## src/rtl/id_ex_operand_stage.sv

```systemverilog
// ID/EX pipeline register followed by EX-stage RAW forwarding and ALU operand selection.
// Also hands the resolved destination, write-enable and store data on to EX/MEM.
module id_ex_operand_stage #(
    parameter int DATA_W = 32,
    parameter int REG_AW = 5
) (
    input  logic              clk,
    input  logic              rst,
    input  logic              stall_i,
    input  logic              flush_i,
    input  logic              id_valid_i,
    input  logic [DATA_W-1:0] id_rs_data_i,
    input  logic [DATA_W-1:0] id_rt_data_i,
    input  logic [DATA_W-1:0] id_imm_i,
    input  logic [REG_AW-1:0] id_rs_i,
    input  logic [REG_AW-1:0] id_rt_i,
    input  logic [REG_AW-1:0] id_rd_i,
    input  logic              id_regdst_i,
    input  logic              id_alusrc_i,
    input  logic [2:0]        id_aluop_i,
    input  logic              id_regwrite_i,
    input  logic              exmem_regwrite_i,
    input  logic [REG_AW-1:0] exmem_rd_i,
    input  logic [DATA_W-1:0] exmem_result_i,
    input  logic              memwb_regwrite_i,
    input  logic [REG_AW-1:0] memwb_rd_i,
    input  logic [DATA_W-1:0] memwb_result_i,
    output logic [DATA_W-1:0] operanda_o,
    output logic [DATA_W-1:0] operandb_o,
    output logic [2:0]        op_o,
    output logic [DATA_W-1:0] ex_storedata_o,
    output logic [REG_AW-1:0] ex_dest_o,
    output logic              ex_regwrite_o,
    output logic              ex_valid_o
);

    logic [DATA_W-1:0] rs_data_q, rs_data_d;
    logic [DATA_W-1:0] rt_data_q, rt_data_d;
    logic [DATA_W-1:0] imm_q, imm_d;
    logic [REG_AW-1:0] rs_q, rs_d;
    logic [REG_AW-1:0] rt_q, rt_d;
    logic [REG_AW-1:0] dest_q, dest_d;
    logic              alusrc_q, alusrc_d;
    logic [2:0]        aluop_q, aluop_d;
    logic              regwrite_q, regwrite_d;
    logic              valid_q, valid_d;

    logic [DATA_W-1:0] fwd_rs;
    logic [DATA_W-1:0] fwd_rt;

    // Next-state selection: flush beats stall, stall beats load.
    always_comb begin
        // NOTE: every next-state signal gets its hold value first so no path can infer a latch.
        rs_data_d  = rs_data_q;
        rt_data_d  = rt_data_q;
        imm_d      = imm_q;
        rs_d       = rs_q;
        rt_d       = rt_q;
        dest_d     = dest_q;
        alusrc_d   = alusrc_q;
        aluop_d    = aluop_q;
        regwrite_d = regwrite_q;
        valid_d    = valid_q;
        if (flush_i) begin
            rs_data_d  = '0;
            rt_data_d  = '0;
            imm_d      = '0;
            rs_d       = '0;
            rt_d       = '0;
            dest_d     = '0;
            alusrc_d   = 1'b0;
            aluop_d    = 3'b000;
            regwrite_d = 1'b0;
            valid_d    = 1'b0;
        end else if (!stall_i) begin
            rs_data_d  = id_rs_data_i;
            rt_data_d  = id_rt_data_i;
            imm_d      = id_imm_i;
            rs_d       = id_rs_i;
            rt_d       = id_rt_i;
            dest_d     = id_regdst_i ? id_rd_i : id_rt_i;
            alusrc_d   = id_alusrc_i;
            aluop_d    = id_aluop_i;
            regwrite_d = id_regwrite_i;
            valid_d    = id_valid_i;
        end
    end

    always_ff @(posedge clk or posedge rst) begin
        if (rst) begin
            rs_data_q  <= '0;
            rt_data_q  <= '0;
            imm_q      <= '0;
            rs_q       <= '0;
            rt_q       <= '0;
            dest_q     <= '0;
            alusrc_q   <= 1'b0;
            aluop_q    <= 3'b000;
            regwrite_q <= 1'b0;
            valid_q    <= 1'b0;
        end else begin
            // NOTE: non-blocking assignments so every register samples the pre-edge values.
            rs_data_q  <= rs_data_d;
            rt_data_q  <= rt_data_d;
            imm_q      <= imm_d;
            rs_q       <= rs_d;
            rt_q       <= rt_d;
            dest_q     <= dest_d;
            alusrc_q   <= alusrc_d;
            aluop_q    <= aluop_d;
            regwrite_q <= regwrite_d;
            valid_q    <= valid_d;
        end
    end

    // Forwarding stays live during a stall; EX/MEM is the younger result and wins over MEM/WB.
    always_comb begin
        fwd_rs = rs_data_q;
        if (exmem_regwrite_i && (exmem_rd_i != '0) && (exmem_rd_i == rs_q))
            fwd_rs = exmem_result_i;
        else if (memwb_regwrite_i && (memwb_rd_i != '0) && (memwb_rd_i == rs_q))
            fwd_rs = memwb_result_i;
    end

    always_comb begin
        fwd_rt = rt_data_q;
        if (exmem_regwrite_i && (exmem_rd_i != '0) && (exmem_rd_i == rt_q))
            fwd_rt = exmem_result_i;
        else if (memwb_regwrite_i && (memwb_rd_i != '0) && (memwb_rd_i == rt_q))
            fwd_rt = memwb_result_i;
    end

    assign operanda_o     = fwd_rs;
    assign operandb_o     = alusrc_q ? imm_q : fwd_rt;
    assign ex_storedata_o = fwd_rt;
    assign op_o           = aluop_q;
    assign ex_dest_o      = dest_q;
    assign ex_regwrite_o  = regwrite_q & valid_q;
    assign ex_valid_o     = valid_q;

endmodule
```

## config.mk

```make
export PLATFORM = sky130hd
export DESIGN_NAME = id_ex_operand_stage
export DESIGN_NICKNAME = d
export VERILOG_FILES = /design/src/rtl/id_ex_operand_stage.sv
export SDC_FILE = /design/constraint.sdc
export NUM_CORES = 1
export LEC_CHECK = 0
export BUFFER_PORTS_ARGS = -buffer_cell sky130_fd_sc_hd__buf_2
export CORE_UTILIZATION = 40
export CTS_BUF_LIST = sky130_fd_sc_hd__clkbuf_8
export CTS_CLUSTER_SIZE = 8
export DETAILED_ROUTE_END_ITERATION = 7
export PLACE_DENSITY_LB_ADDON = 0.3
export SYNTH_ARGS = -nofsm -noshare
export SYNTH_HDL_FRONTEND = slang
export SYNTH_SLANG_ARGS = --single-unit
```

## constraint.sdc

```tcl
create_clock -name clk -period 3.4 [get_ports clk]
set_input_delay 0.34 -clock clk [delete_from_list [all_inputs] [get_ports clk]]
set_output_delay 0.34 -clock clk [all_outputs]
set_load 0.02 [all_outputs]
```

==> results.yml <==
route:
  drtIter0Drc: 286
  antenna_left: 0
  drc_errors: 0
  dr_total_vias: 6446
  via_per_inst: 5.12
  wl_per_cell_um: 16.4
  drtPass1Iterations: 4
  wirelength_um: 20700
timing:
  rsz0062_at_grt: "no"
  hold_viol_final: 0
  max_slew_margin_pct: 22.9
  finalCritPeriodShare_pct: 91.6
  fin_crit_ps: 3110
  setup_viol: 0
  skew_ps: 0
  totalNegativeSetupSlack_ps: 0
  finalMaxSlewViolations: 0
  tightest_slew_ps: 1160
  fmax_ghz: 0.321
clocking:
  cts_tree: "built"
  hold_buffers: 0
  clk_latency_ps: 420
  clkSlewWorstSetupHoldPaths_ps: 70
  cts_root_buffer: "clkbuf_8"
  post_cts_resize_count: 0
  clock_sinks: 117
  htree_levels: 4
  numCtsBuffers: 17
  clockBufferDepth: 2
  cts_setup_buffers: 0
synth:
  synth_compound_area_share_pct: 9.27
  synth.distinct_cells: 26
  yosys.area.top_type: "dfrtp_1"
  synth_top_family_by_area: "multiplexers"
  synth_nets: 948
  synthTopCellsByArea: "dfrtp_1 42%, mux2i_1 26%, nor2_1 8.4%, a221oi_1 4.0%, a21oi_1 2.7%"
  synth-xor-area-share_pct: 2.51
  synth-simple-area-share_pct: 13.6
  muxShareOfSynthArea_pct: 26.0
  synth-adder-area-share_pct: 0
  ys_ff_latch: 117
  synth_top_area_share_pct: 42.0
  yosysSeqAreaShare_pct: 42.0
  syn_avg_cell_area_sq_um: 9.30
  ys_warn_count: 0
  synthesis.area_sq_um: 6980
  syn_inst: 750
final_layout:
  syn_to_final_growth_pct: 29.5
  fin_cells: 1258
  fin_util_pct: 53.7
  nNetsFinal: 1222
  final_area_sq_um: 9030
  layout-drive-gt1-share_pct: 34.0
  fillers: 1595
place:
  routabilityCongestion: 0.838
  placed_area_sq_um: 8660
  io_buffers: 303
  dp.cells: 1225
  post-dp-hpwl_um: 15000
critical_path:
  cp.arrival_ps: 2770
  path_cells: "xor2_1, nor3_1, and4_2, o21ai_0, buf_2"
  end_kind: "output pin"
  path_class: "flop to output pin"
  cp_num_buf_inv: 1
  crit_family: "simple AND/OR/NAND/NOR gates"
  startpoint_type: "flop"
  slowest_stage: "and4_2"
  critical_path.max_stage_delay_ps: 1040
  cp_max_fo: 64
  cp.required_ps: 3060
floorplanning:
  fp.dieH_um: 134
  fp.dieW_um: 134
  start_util_pct: 41.5
  core_region_area_sq_um: 16800
  std_cell_rows: 47
  design.die.area_sq_um: 18000
  io_pins: 304
global_routing:
  antenna_found_initial: 1
  grt_pass1_wl_um: 31800
  grtUsageTotal_pct: 22.8
  grt_pass1_vias: 6044
  grt_max_degree: 65
  overflow: 0
power:
  p_per_area_nw_per_um2: 394
  ir_drop_mv: 0.222
  p_leak_nw: 4.69
status:
  outcome: "completed"
run:
  drv_cap: 0
hold_path:
  hp-class: "input pin to async pin"
synthesized netlist by cell type:
cell      number
a21oi_1       37
a221oi_1      32
a31oi_1        1
and2_1         1
and3_1         1
and4_1         1
and4_2         1
buf_1          7
buf_12         3
buf_2         16
buf_6          5
clkbuf_1      32
dfrtp_1      117
inv_1         33
mux2i_1      181
nand2_1       32
nand3_1        1
nand3_2        1
nor2_1       156
nor3_1        36
o21a_1         2
o21ai_0       17
o21ai_1       15
or4_1          2
xnor2_1        4
xor2_1        16
layout make-up:
type	instances	area, sq um	area share [%]
Clock buffer	18	248	2.74
Antenna cell	1	2.50	0.0277
Clock inverter	14	121	1.34
Tap cell	220	275	3.05
Multi-Input combinational cell	537	3610	39.9
Sequential cell	117	2930	32.4
Timing Repair Buffer	318	1730	19.1
Inverter	33	128	1.41
worst register-to-register path, stage by stage, from the launching register on:
cell and delay (ps):
dfrtp_2 560, buf_4 370, mux2i_1 130, nor2_1 100
metal layers:
metal	wire, um	vias to the layer above	share of wire, %	track usage (%)
li1	-	3144	-	-
met1	8730	3042	42	28.3
met2	10200	239	49	38.8
met3	1470	21	7.1	6.24
met4	264	0	1.3	6.62
met5	0	-	0	0
state kept, by name, summed over array words and instances, names as in the netlist:
register,cells
rt_q,5
ex_dest_o,5
rs_data_q,32
alusrc_q,1
rt_data_q,32
rs_q,5
imm_q,32
regwrite_q,1
ex_valid_o,1
op_o,3
power breakdown:
part	leakage, nW	switching [W]	internal [W]	total, W
logic	2.93	0.000490	0.000339	0.000829
registers	1.55	0.0000536	0.00147	0.00152
clock network	0.207	0.000552	0.000651	0.00120
total	4.69	0.00110	0.00246	0.00356
through the flow:
step	total power (W)	setup WS, ps	hold slack (ps)
4_1_cts	0.00360	243	25.8
3_5_place_dp	0.00238	571	503
6_report	0.00356	287	16.2
5_1_grt	0.00373	35.1	58.6
2_1_floorplan	0.00204	882	481
3_3_place_gp	0.00237	605	492
cell families after synthesis:
| group | after synthesis |
|---|---|
| simple gates | 232 |
| flops | 117 |
| mux | 181 |
| compound gates | 104 |
| buf+inv | 96 |
| xor+xnor | 20 |
placed cells by master (no fill, tap or decap), types with 15 or more instances in the layout:
cell type and count:
o21ai_1 15, dfrtp_1 116, nand2_1 32, clkbuf_8 18, a21oi_1 37, buf_2 301, nor3_1 36, inv_1 36
a221oi_1 32, mux2i_1 181, xor2_1 16, o21ai_0 17, nor2_1 156
path summary, 6_finish.rpt:
| kind | from | to | slack [ps] | depth (start not counted) |
|---|---|---|---|---|
| max | rs_q[2]$_DFFE_PP0P_ | operanda_o[8] | 290 | 5 |
| min | rst | rs_q[1]$_DFFE_PP0P_ | 20 | 2 |
| max reg2reg | alusrc_q$_DFFE_PP0P_ | alusrc_q$_DFFE_PP0P_ | 2160 | 3 |
| min reg2reg | ex_dest_o[1]$_DFFE_PP0P_ | ex_dest_o[1]$_DFFE_PP0P_ | 520 | 2 |
| max in group asynchronous | rst | rt_data_q[27]$_DFFE_PP0P_ | 2490 | 3 |
| min in group clk | id_rs_i[1] | rs_q[1]$_DFFE_PP0P_ | 140 | 3 |
Note: power is estimated with default switching activity, not from simulation.
